**src/rtl/forward_select_unit.sv**
```systemverilog
// Purpose: operand forwarding select generator and load-use hazard detector
//          for the EX-stage rs1/rs2 operand muxes of a 4-stage RISC-V pipeline.
// Latency: codes computed in ID are registered and drive SELECT1/2 one cycle
//          later (the instruction's EX cycle); STALL is combinational.
// Backpressure: BUSYWAIT freezes all tracking and the select registers; STALL
//          requests a one-cycle hold of PC/IF/ID and a bubble into EX.
//
// Ports:
//   CLK, RESET            clock, synchronous active-high reset
//   BUSYWAIT, FLUSH       pipeline freeze, redirect (kills ID instruction)
//   ID_RS1/2, ID_RS1/2_USE  ID-stage source operands and their use flags
//   ID_RD, ID_REG_WRITE, ID_MEM_READ  ID-stage destination info
//   SELECT1/2             mux selects: 0 regfile, 1 EX/MEM alu, 2 MEM/WB alu,
//                         3 MEM/WB load data, 4 retired-write holding register
//   STALL                 load-use stall request
module forward_select_unit #(
  parameter int ADDR_WIDTH = 5
) (
  input  logic                  CLK,
  input  logic                  RESET,
  input  logic                  BUSYWAIT,
  input  logic                  FLUSH,
  input  logic [ADDR_WIDTH-1:0] ID_RS1,
  input  logic [ADDR_WIDTH-1:0] ID_RS2,
  input  logic                  ID_RS1_USE,
  input  logic                  ID_RS2_USE,
  input  logic [ADDR_WIDTH-1:0] ID_RD,
  input  logic                  ID_REG_WRITE,
  input  logic                  ID_MEM_READ,
  output logic [2:0]            SELECT1,
  output logic [2:0]            SELECT2,
  output logic                  STALL
);

  typedef struct packed {
    logic                  vld;
    logic [ADDR_WIDTH-1:0] rd;
    logic                  reg_write;
    logic                  mem_read;
  } entry_t;

  localparam logic [2:0] SEL_REGFILE = 3'd0;
  localparam logic [2:0] SEL_EXMEM   = 3'd1;
  localparam logic [2:0] SEL_MEMWB   = 3'd2;
  localparam logic [2:0] SEL_LOAD    = 3'd3;
  localparam logic [2:0] SEL_RETIRED = 3'd4;

  // Once an instruction leaves WB its result sits in the holding register
  // and then in the register file. A consumer in ID that sees the writer in
  // the WB entry will meet it in the holding register during its EX cycle;
  // anything older is already readable from the register file, so no entry
  // beyond WB is needed to pick a select code.
  entry_t ex_q, ex_d;
  entry_t mem_q, mem_d;
  entry_t wb_q, wb_d;

  logic [2:0] select1_q, select1_d;
  logic [2:0] select2_q, select2_d;
  logic [2:0] code1, code2;
  logic       load_hazard;
  logic       stall;

  // An entry is a forwarding source only if it really writes a non-x0 register.
  function automatic logic src_hit(entry_t e, logic [ADDR_WIDTH-1:0] rs);
    return e.vld && e.reg_write && (e.rd != '0) && (e.rd == rs);
  endfunction

  // Youngest producer wins. A load still in EX is not forwardable; that case
  // is caught by the stall logic, which zeroes the registered code anyway.
  function automatic logic [2:0] fwd_code(logic use_rs, logic [ADDR_WIDTH-1:0] rs,
                                          entry_t ex_e, entry_t mem_e, entry_t wb_e);
    logic [2:0] code;
    code = SEL_REGFILE;
    if (use_rs && (rs != '0)) begin
      if (src_hit(ex_e, rs) && !ex_e.mem_read) begin
        code = SEL_EXMEM;
      end else if (src_hit(mem_e, rs)) begin
        code = mem_e.mem_read ? SEL_LOAD : SEL_MEMWB;
      end else if (src_hit(wb_e, rs)) begin
        code = SEL_RETIRED;
      end
    end
    return code;
  endfunction

  always_comb begin
    code1 = fwd_code(ID_RS1_USE, ID_RS1, ex_q, mem_q, wb_q);
    code2 = fwd_code(ID_RS2_USE, ID_RS2, ex_q, mem_q, wb_q);

    load_hazard = ex_q.vld && ex_q.reg_write && ex_q.mem_read && (ex_q.rd != '0) &&
                  ((ID_RS1_USE && (ID_RS1 == ex_q.rd)) ||
                   (ID_RS2_USE && (ID_RS2 == ex_q.rd)));
    // A redirect kills the dependent instruction, so there is nothing to stall.
    stall = load_hazard && !FLUSH && !RESET;
  end

  always_comb begin
    ex_d      = ex_q;
    mem_d     = mem_q;
    wb_d      = wb_q;
    select1_d = select1_q;
    select2_d = select2_q;

    if (!BUSYWAIT) begin
      wb_d  = mem_q;
      mem_d = ex_q;
      if (stall || FLUSH) begin
        ex_d      = '0;
        select1_d = SEL_REGFILE;
        select2_d = SEL_REGFILE;
      end else begin
        ex_d.vld       = 1'b1;
        ex_d.rd        = ID_RD;
        ex_d.reg_write = ID_REG_WRITE;
        ex_d.mem_read  = ID_MEM_READ;
        select1_d      = code1;
        select2_d      = code2;
      end
    end
  end

  always_ff @(posedge CLK) begin
    if (RESET) begin
      ex_q      <= '0;
      mem_q     <= '0;
      wb_q      <= '0;
      select1_q <= SEL_REGFILE;
      select2_q <= SEL_REGFILE;
    end else begin
      ex_q      <= ex_d;
      mem_q     <= mem_d;
      wb_q      <= wb_d;
      select1_q <= select1_d;
      select2_q <= select2_d;
    end
  end

  assign SELECT1 = select1_q;
  assign SELECT2 = select2_q;
  assign STALL   = stall;

endmodule

```
**config.mk**
```make
export PLATFORM = sky130hd
export DESIGN_NAME = forward_select_unit
export DESIGN_NICKNAME = d
export VERILOG_FILES = /design/src/rtl/forward_select_unit.sv
export SDC_FILE = /design/constraint.sdc
export NUM_CORES = 1
export LEC_CHECK = 0
export ABC_AREA = 1
export CAP_MARGIN = 20
export CORE_UTILIZATION = 55
export CTS_BUF_LIST = sky130_fd_sc_hd__clkbuf_8
export CTS_CLUSTER_DIAMETER = 80
export DETAILED_ROUTE_END_ITERATION = 8
export MAX_ROUTING_LAYER = met4
export PLACE_DENSITY = 0.78
export SLEW_MARGIN = 20
export SYNTH_ARGS = -nofsm -noshare
export SYNTH_HDL_FRONTEND = slang
export SYNTH_SLANG_ARGS = --single-unit
```
**constraint.sdc**
```tcl
create_clock -name CLK -period 1.4 [get_ports CLK]
set_input_delay 0.28 -clock CLK [delete_from_list [all_inputs] [get_ports CLK]]
set_output_delay 0.28 -clock CLK [all_outputs]
set_load 0.02 [all_outputs]
```
# After elaboration in Yosys (flattened, before gate mapping)
# Cells that the tools add are included.
# totals
regBits,29
input_bits,23
elab_cells,66
# op_classes
n_eq_ne,8
muxes,12
reduce_logical,33
# op_table
operator,n
$eq 5x5->1,8
$mux 3,10
$reduce_bool 5->1,5
$logic_and 1x1->1,23
$mux 8,1
$logic_not 1->1,3
$logic_or 1x1->1,2
$mux 1,1

# Longest topological paths before layout
# Gate-level depths: netlist of the first run.
# logic_depth
depth_word,8
ltp_mapped,12
ltp_nobuf,12

# Least setup slack after synthesis of the first run
# Ideal clock, no wire load.
# synth_timing
path_kind,reg-to-output
from,register ex_q[3] (netlist name)
to,output STALL
arrival_ps,1111
required_time_ps,1120
slack_ps,9
stages_incl_launch_ff,10
cell_sequence,dfxtp_1 > inv_1 > nand2_1 > nand2_1 > nor2_1 > nand4_1 > nand2_1 > nand2_2 > buf_6 > inv_2
# synth_between
elab_chain_len,6
word_cells_on_any_way,10
# synth_lines
element,line,rtl
from (decl),53,"entry_t ex_q, ex_d;"
from (signal assigned),124,ex_q <= '0;
from (signal assigned),130,ex_q <= ex_d;
"$eq 5x5->1, on equally long branches","91, 92",
"$logic_and 1x1->1, on equally long branches","91, 92",
$logic_or 1x1->1,91,((ID_RS1_USE && (ID_RS1 == ex_q.rd)) ||
$logic_and 1x1->1 *,90,load_hazard = ex_q.vld && ex_q.reg_write && ex_q.mem_read && (ex_q.rd != '0) &&
$logic_and 1x1->1 * (2 in a row),94,stall = load_hazard && !FLUSH && !RESET;
to (decl),32,output logic STALL
# Mark *: on every way between the ends. The rest lies on a longest branch, timed or not.

# Worst setup path after layout of the first run
# layout_timing
from,register ex_q[2] (netlist name)
to,output STALL
# The elaborated chain is that of the path after synthesis.

==> key figures, run 1 <==
Clock network
  – Number of buffers created by CTS: 5
  – Maximum count of clock buffers along a single path: 2
  – Insertion delay to the later sink of the worst-skew pair: 0.29 ns
  – Number of buffers added to fix hold violations after cts: 0
  – Clock Sinks: 29
  – Clock tree from TritonCTS: done
  – Clock transition at the registers of the reported paths: 0.06 ns
  – H-Tree Depth: 2
  – Clk root buf: sky130_fd_sc_hd__clkbuf_8

Hold path
  – Hold crit path type: flop to flop
  – Hold path startpoint: SELECT1[1]$_SDFFE_PP0N_

Pwr
  – Cell area power density: about 800 nW/um2
  – Post-route total power: 2.13 mW
  – Worst-case vdd ir drop: ~0.0009 V
  – Static leakage: 1.30 nW

Logic synthesis
  – Main combinational cell family by area after synthesis: simple AND/OR/NAND/NOR gates
  – Fraction of the mapped netlist area in adder cells: 0
  – Fraction of synthesized cell area in xor and xnor cells: 0.0745
  – Post-synth cell types: 20
  – Number of instances in the synthesized netlist: approximately 280
  – Cell area after synthesis: 1760 um2
  – Multiplexer fraction of the synthesized cell area: 0
  – Number of nets in the synthesized netlist: 302
  – Share of the synthesized area in compound gates (AO/OA/AOI/OAI): 0.115
  – Share of the yosys chip area belonging to registers: 0.329
  – Count of state elements after synthesis: 29
  – Simple-gate share of the synthesized area: 0.383
  – Mapped Avg Cell Area: 6.32 um2
  – Yosys warning count: 0

Status
  – Failing checks: setup timing
  – Status: finished, violations left

Place
  – Count of buffers from port buffering: 29
  – Post-DP HPWL: ~3700 um
  – Placed instance area: 2360 um2
  – Routability cong.: 0.898
  – DP Worst Slack: -0.883 ns
  – Cell Count Post-Placement: 381

Setup path
  – End point of the critical path: STALL
  – Critical Setup Path Class: flop to output pin
  – Worst setup path startpoint: ex_q[2]$_SDFFE_PP0N_
  – Cell family contributing the most delay on the critical path: simple AND/OR/NAND/NOR gates
  – Worst path bufs/invs: 3
  – Data arrival at the endpoint of the critical path: 1.51 ns
  – Cell with the biggest individual delay on the critical path: sky130_fd_sc_hd__dfxtp_4
  – Cell with the most instances on the worst path: sky130_fd_sc_hd__nand2_2
  – Sort of element at the start of the critical path: flop
  – Worst reg-to-reg path cell count: 11
  – Data required time of the worst path: ~1.1 ns
  – Worst R2R Start: ex_q[2]$_SDFFE_PP0N_
  – Setup slack of the worst register-to-register path: -0.30 ns
  – Kind of end point of the critical path: output pin
  – Max FO, Critical Path: 4
  – Largest stage delay, worst path: 0.36 ns
  – Cell depth of the worst setup path: 9
  – FF-to-FF End: ex_q[4]$_SDFFE_PP0N_
  – Series of cell instances along the critical path: buf_6, nand2_2, nand2_2, nor2_4, nand4_1, nand2_1, nand2_2, inv_2, buf_6

Floorplanning
  – Core Area: 3050 um2
  – Standard-cell row count: 20
  – IO Count: 30
  – Die H: roughly 60 um
  – Die area: 3440 um2
  – Initial Utilization: 0.577
  – Die Span X: 58.6 um

Layout
  – Number of diodes: 0
  – Area used by sequential logic in the layout: between 500 and 600 um2
  – Most frequent cells in the layout: sky130_fd_sc_hd__nand2_1, sky130_fd_sc_hd__buf_4, sky130_fd_sc_hd__nor2_1, sky130_fd_sc_hd__inv_1, sky130_fd_sc_hd__dfxtp_1
  – Post-route non-filler standard cell count: around 400
  – End-of-flow core utilization: 0.871
  – Post-layout net count: about 380
  – Total area of multi-input combinational cells: 1090 um2
  – Design area: 2660 um2
  – Most common library cell in the layout ignoring fill and taps: sky130_fd_sc_hd__nand2_1
  – Ratio of cells with drive above 1 in the final layout: 0.296
  – Filler cells: 182
  – Area Overhead vs Synth: 50.8%

Timing
  – Fmax achieved: 558 MHz
  – Slew at the pin with the worst max-slew slack: 0.374 ns
  – Final clock period utilization by the worst path: 1.28
  – Pins over their slew limit: 0
  – Worst hold slack across all endpoints: just under 0.5 ns
  – Fin Clk Skew: 0.00629 ns
  – Final min period: approximately 1.8 ns
  – Post-route worst setup slack: -0.393 ns
  – Slew Limit Headroom: 0.751
  – RSZ-0062 raised after global routing: true
  – Total negative slack: -4.14 ns
  – Number of failing hold endpoints at the final stage: 0
  – Setup violation total in the final timing report: 15

Detailed routing
  – Drt pass-1 iters: 4
  – Vias per Instance: 5.46
  – Total number of vias: 2177
  – Detail Route Antenna Nets: 0
  – Detailed Route Iter0 Violations: 160
  – Final wirelength: 6140 um
  – DR DRC count: 0
  – Average wire per cell in the routed design: 15.4 um

GRT
  – GR Util All Layers: 0.386
  – Total congestion overflow after global routing: 0
  – Global-route wire length before repair: between 9000 and 10000 um
  – Via count of the first global-routing pass: 2037
  – Initial antenna violation count: 0
  – Pin count of the biggest net entering global routing: 23

Run
  – Maxcap violations: 0
[layer usage]
layer,global-route usage,vias to the layer above,share of wire
met4,0.190,0,0.045
met3,0.0681,30,0.063
met5,-,-,0
met1,0.447,1018,0.39
met2,0.647,111,0.50
li1,-,1018,-
[worst min-delay path by stage]
stage,to,slack [ns],depth (start not counted)
2_1_floorplan,SELECT2[1]$_SDFFE_PP0N_,0.35,1
3_3_place_gp,SELECT2[1]$_SDFFE_PP0N_,0.46,2
3_5_place_dp,SELECT2[1]$_SDFFE_PP0N_,0.46,2
4_1_cts,SELECT2[1]$_SDFFE_PP0N_,0.46,2
5_1_grt,SELECT2[1]$_SDFFE_PP0N_,0.51,2
6_report,SELECT1[1]$_SDFFE_PP0N_,0.49,2
[worst min-delay path, cell delays in order, from the launching register on]
cell and delay, ns:
sky130_fd_sc_hd__dfxtp_1 0.31, sky130_fd_sc_hd__nand2_1 0.08, sky130_fd_sc_hd__a21oi_2 0.05
[synthesized netlist by cell type]
| cell | number | area [um2] |
|---|---|---|
| sky130_fd_sc_hd__nand2_1 | 82 | 308 |
| sky130_fd_sc_hd__nor2_1 | 39 | 146 |
| sky130_fd_sc_hd__dfxtp_1 | 29 | 581 |
| sky130_fd_sc_hd__inv_1 | 29 | 109 |
| sky130_fd_sc_hd__a21oi_1 | 18 | 90.1 |
| sky130_fd_sc_hd__o21ai_0 | 16 | 80.1 |
| sky130_fd_sc_hd__nand3_2 | 9 | 90.1 |
| sky130_fd_sc_hd__nand3_1 | 8 | 40.0 |
| sky130_fd_sc_hd__xnor2_1 | 8 | 70.1 |
| sky130_fd_sc_hd__clkbuf_1 | 7 | 26.3 |
| sky130_fd_sc_hd__xor2_1 | 7 | 61.3 |
| sky130_fd_sc_hd__inv_2 | 6 | 22.5 |
| sky130_fd_sc_hd__nand4_1 | 5 | 31.3 |
| sky130_fd_sc_hd__nor2_2 | 4 | 25.0 |
| sky130_fd_sc_hd__a21oi_2 | 3 | 26.3 |
| sky130_fd_sc_hd__nand2_2 | 3 | 18.8 |
| sky130_fd_sc_hd__nor3_1 | 3 | 15.0 |
| sky130_fd_sc_hd__buf_2 | 1 | 5.00 |
| sky130_fd_sc_hd__buf_6 | 1 | 11.3 |
| sky130_fd_sc_hd__o22ai_1 | 1 | 6.26 |
[cell families (layout without fill, tap and decap cells)]
group	after synthesis	count (layout)
AOI/OAI and AO/OA	38	38
xor gates and xnor gates	15	15
buffers and inverters	44	120
DFF	29	29
and+or+nand+nor	153	153
[registers in the layout (all words and copies together), names as in the netlist]
register and count:
SELECT1 3, SELECT2 3, ex_q 8, mem_q 8, wb_q 7
[power by group]
part           switching (mW)  internal (mW)  total (mW)  leakage (nW)
clock                   0.336          0.444       0.779        0.0542
combinational           0.242          0.212       0.454          1.00
sequential             0.0360          0.860       0.896         0.240
total                   0.614           1.52        2.13          1.30
[final cells by class]
type	instances	share of cell area
Sequential cell	29	0.221
Timing Repair Buffer	77	0.259
Clock buffer	7	0.0362
Clock inverter	1	0.00188
Inverter	35	0.0504
Multi-Input combinational cell	206	0.411
Tap cell	44	0.0207
[timing repair]
| action | 4_1_cts | 5_1_grt |
|---|---|---|
| endpoints found under the setup margin | 21 | 15 |
| pin swaps | 7 | 12 |
| resized for setup | 43 | 12 |
| buffers inserted | 10 | 1 |
| gates cloned | 1 | 0 |
Power figures use the tool's default switching activity.
==> run 2: changes to the inputs <==
==> constraint.sdc (replaced) <==
create_clock -name CLK -period 1.4 [get_ports CLK]
set_input_delay 0.28 -clock CLK [delete_from_list [all_inputs] [get_ports CLK]]
set_output_delay 0.28 -clock CLK [all_outputs]
set_load 0.01 [all_outputs]
==> run 2 against run 1 <==
The run still ends with setup timing left; final cell count is 1.3% higher; utilization is 5.7 points higher; count of clock-buffer cells in the layout stayed put; power is 5.7% higher; sequential cell count stayed put; critical path type unchanged; largest power group unchanged.
==> key figures, run 2 (same netlist as run 1, synthesis figures left out) <==
Setup path
  – Data required time of the worst path: 1.12 ns
  – Max FO, Critical Path: 3
  – Cell family contributing the most delay on the critical path: flip-flops
  – Critical Setup Path Class: flop to output pin
  – Sort of element at the start of the critical path: flop
  – Cell with the most instances on the worst path: sky130_fd_sc_hd__buf_6
  – Data arrival at the endpoint of the critical path: 1.48 ns
  – Cell depth of the worst setup path: 7
  – Largest stage delay, worst path: 0.35 ns
  – Worst path bufs/invs: 3
  – Series of cell instances along the critical path: buf_6, xnor2_4, nand4_1, nand2_1, nand2_2, inv_2, buf_6
  – Cell with the biggest individual delay on the critical path: sky130_fd_sc_hd__dfxtp_2
  – Kind of end point of the critical path: output pin
  – Worst reg-to-reg path cell count: 11

Clock network
  – Clock Sinks: 29
  – Number of buffers created by CTS: 5
  – Number of buffers added to fix hold violations after cts: 0
  – Clock transition at the registers of the reported paths: ~0.070 ns
  – Insertion delay to the later sink of the worst-skew pair: 0.30 ns
  – Clock tree from TritonCTS: done
  – H-Tree Depth: 2
  – Clk root buf: sky130_fd_sc_hd__clkbuf_8
  – Maximum count of clock buffers along a single path: 2

GRT
  – GR Util All Layers: 0.390
  – Via count of the first global-routing pass: 2117
  – Total congestion overflow after global routing: 0
  – Initial antenna violation count: 0
  – Pin count of the biggest net entering global routing: 23
  – Global-route wire length before repair: 9480 um

Place
  – Routability cong.: 0.899
  – DP Worst Slack: -0.818 ns
  – Post-DP HPWL: 3710 um
  – Count of buffers from port buffering: 29

Status
  – Failing checks: setup timing
  – Status: finished, violations left

Floorplanning
  – Die H: 58.6 um
  – Die Span X: 58.6 um
  – IO Count: 30
  – Die area: roughly 3400 um2
  – Standard-cell row count: 20
  – Initial Utilization: 0.577
  – Core Area: between 3000 and 4000 um2

Pwr
  – Static leakage: 1.36 nW
  – Worst-case vdd ir drop: 0.000864 V
  – Cell area power density: around 790 nW/um2

Timing
  – Total negative slack: -3.54 ns
  – Slew at the pin with the worst max-slew slack: between 0.4 and 0.5 ns
  – Pins over their slew limit: 0
  – Slew Limit Headroom: 0.717
  – RSZ-0062 raised after global routing: true
  – Fmax achieved: 567 MHz
  – Final clock period utilization by the worst path: 1.26
  – Post-route worst setup slack: -0.365 ns
  – Setup violation total in the final timing report: 15
  – Number of failing hold endpoints at the final stage: 0
  – Worst hold slack across all endpoints: 0.489 ns
  – Final min period: around 1.8 ns
  – Fin Clk Skew: about 0.01 ns

Detailed routing
  – Average wire per cell in the routed design: ~19 um
  – DR DRC count: 0
  – Drt pass-1 iters: 8
  – Detail Route Antenna Nets: 0
  – Total number of vias: around 2400
  – Detailed Route Iter0 Violations: 304
  – Vias per Instance: 5.96
  – Final wirelength: 7770 um

Layout
  – Area Overhead vs Synth: 60.6%
  – Most common library cell in the layout ignoring fill and taps: sky130_fd_sc_hd__nand2_1
  – Ratio of cells with drive above 1 in the final layout: 0.372
  – Leading registers by flop count: ex_q: 8 flops, mem_q: 8 flops, wb_q: 7 flops
  – Most frequent cells in the layout: sky130_fd_sc_hd__nand2_1, sky130_fd_sc_hd__buf_4, sky130_fd_sc_hd__nor2_1, sky130_fd_sc_hd__inv_1, sky130_fd_sc_hd__dfxtp_1
  – Post-layout net count: 382
  – Number of diodes: 0
  – End-of-flow core utilization: 0.927

Run
  – Maxcap violations: 0

Hold path
  – Hold crit path type: flop to flop
  – Worst Hold Path Cells: 2
## run 2: cell types whose count changed in the layout (fill, tap and decap cells not counted), moves of 4 or more
cell / delta
sky130_fd_sc_hd__nand2_2: +8
sky130_fd_sc_hd__nor2_4: +6
sky130_fd_sc_hd__buf_6: +5
sky130_fd_sc_hd__nand2_4: +7
sky130_fd_sc_hd__nor2_1: -4
sky130_fd_sc_hd__nand2_1: -16
## run 2: worst register-to-register path: stages (launching register included)
cell and delay (ns):
sky130_fd_sc_hd__dfxtp_2 0.35, sky130_fd_sc_hd__buf_6 0.14, sky130_fd_sc_hd__xnor2_4 0.22, sky130_fd_sc_hd__nand4_1 0.13, sky130_fd_sc_hd__nand2_1 0.11, sky130_fd_sc_hd__nand2_2 0.07
sky130_fd_sc_hd__buf_4 0.14, sky130_fd_sc_hd__buf_12 0.14, sky130_fd_sc_hd__nand2_8 0.06, sky130_fd_sc_hd__nor2_1 0.04, sky130_fd_sc_hd__nor2_1 0.10, sky130_fd_sc_hd__nor2_1 0.07
## run 2: area by class of cell
cell class                 count  area, um2
fill                         135        221
inverter                      35        134
multi-input combinational    206       1220
clock inverter                 1       5.00
tap                           44       55.1
timing repair buffer          82        727
sequential                    29        592
clock buffer                   7       96.3
## run 2: worst paths after layout
kind | start | to | slack, ns
worst max register to register | ex_q[6]$_SDFFE_PP0N_ | SELECT1[0]$_SDFFE_PP0N_ | -0.30
worst max-delay path | ex_q[6]$_SDFFE_PP0N_ | STALL | -0.36
worst min-delay path | SELECT2[1]$_SDFFE_PP0N_ | SELECT2[1]$_SDFFE_PP0N_ | 0.49
worst min register to register | SELECT2[1]$_SDFFE_PP0N_ | SELECT2[1]$_SDFFE_PP0N_ | 0.49
## run 2: per-stage QoR
| stage | std cells | cell area, um2 | total power [mW] |
|---|---|---|---|
| detailed placement | 381 | 2360 | 1.31 |
| global placement | 381 | 2360 | 1.30 |
| CTS | 398 | 2590 | 2.11 |
| finish | 404 | 2830 | 2.25 |
| floorplan | 279 | 1760 | 1.10 |
| global route | 404 | 2830 | 2.30 |
## run 2: per-layer routing
metal	GRT usage	vias up	wire (um)
li1	-	1033	-
met2	0.631	227	3740
met4	0.255	0	599
met1	0.422	1070	2610
met5	-	-	0
met3	0.103	77	818
## run 2: timing repair
action                     CTS  global route
pin swaps                   29            34
setup endpoints to repair   21            15
gates resized for setup     48            53
setup buffers               11            11
## run 2: where the power goes
part / switching (mW) / leakage, nW / total (mW) / internal, mW
Sequential: 0.0386 / 0.241 / 0.899 / 0.860
Combinational: 0.300 / 1.06 / 0.540 / 0.240
Clock: 0.366 / 0.0542 / 0.810 / 0.444
==> patch (settings of run 1) <==
Set the parameter `ADDR_WIDTH` to 6 (it was 5).
--- a/src/rtl/forward_select_unit.sv
+++ b/src/rtl/forward_select_unit.sv
@@ -15,5 +15,5 @@
 //   STALL                 load-use stall request
 module forward_select_unit #(
-  parameter int ADDR_WIDTH = 5
+  parameter int ADDR_WIDTH = 6
 ) (
   input  logic                  CLK,
Ports: changed (resized ID_RD, ID_RS1 and ID_RS2); port bits go from 30 to 33. The function was not compared with the original's and may differ.
==> patch against run 1 <==
The run still ends with negative setup slack left; critical path type unchanged; worst setup slack improved by 0.099 ns; highest routed layer unchanged; total power grew 3.8%; cell area up 5.9%; sequential share of layout area grew 1.5 points; sequential power grew 10%; sequential cell count increased by 3; wire length down 5.1%; area after synthesis is 11% higher.
==> patch: results (changes against run 1) <==
Power
- **Flop pwr share** 44.8%, +2.7 points
- **switching share of power** 30.7%, +1.9 points
- **cell leakage power** 1.35 nW, +4.2%
- **Comb power frac** 22.4%, +1.1 points

Layout
- **number of nets in the layout** 418, +11%
- **Regs by FF count** ex_q: 9 flops, mem_q: 9 flops, wb_q: 8 flops
- **fill cell count** 233, +28%

STA
- **Worst slew margin** 70.2%, -4.8 points
- **setup TNS** -0.934 ns, +3.20 ns
- **count of endpoints failing setup in the final report** 16, +1
- **Setup WS post-layout** -0.294 ns, +0.0995 ns

Routing
- **WL final** 5820 um, -5.1%
- **met2 wire length** 2830 um, -7.7%
- **M1 wire length** 2530 um, +5.0%
- **average routed wire per standard cell** 13.3 um, -14%

Clock network
- **number of post-CTS setup repair buffers** 3, -7

Placed design
- **Post-DP HPWL** 4350 um, +16%

Logic synthesis
- **Syn Nets** 340, +13%
- **average footprint of a synthesized cell** 6.25 sq um, -1.1%
- **ranking of synthesized cells by area** sky130_fd_sc_hd__dfxtp_1 (33%), sky130_fd_sc_hd__nand2_1 (19%), sky130_fd_sc_hd__nor2_1 (8.6%)
- **Post-synth top cells** sky130_fd_sc_hd__nand2_1 (97), sky130_fd_sc_hd__nor2_1 (45), sky130_fd_sc_hd__dfxtp_1 (32), sky130_fd_sc_hd__inv_1 (28), sky130_fd_sc_hd__a21oi_1 (21)

GRT
- **met3 Use GR** 8.49%, +1.7 points

Run status
- **violations in the final reports** negative setup slack
- **status** finished, violations left

Setup path
- **arrival time worst endpoint** 1.41 ns, -0.10 ns

patch: final timing paths:
path / startpoint / endpoint / slack (ns) / cells past startpoint
setup / recovery: ex_q[2] / STALL / -0.29 / 9
hold / removal: SELECT2[2] / SELECT2[2] / 0.47 / 2
setup reg to reg: ex_q[2] / SELECT2[0] / -0.17 / 12
hold reg to reg: SELECT2[2] / SELECT2[2] / 0.47 / 2
patch: cells by family (layout without fill, tap and decap cells):
family	Yosys count	after routing	share of synthesized area [%]
AND/OR/NAND/NOR	178	178	39.7
buffers and inverters	45	124	9.12
AO/OA/AOI/OAI	43	43	11.4
flip-flops	32	32	32.7
XOR/XNOR	16	16	7.14
patch: layout make-up:
type | count | share of cell area [%]
Multi-Input combinational cell | 237 | 41.8
Sequential cell | 32 | 23.6
Inverter | 36 | 4.98
Tap cell | 46 | 2.04
Timing Repair Buffer | 80 | 24.4
Clock inverter | 3 | 0.666
Clock buffer | 5 | 2.44
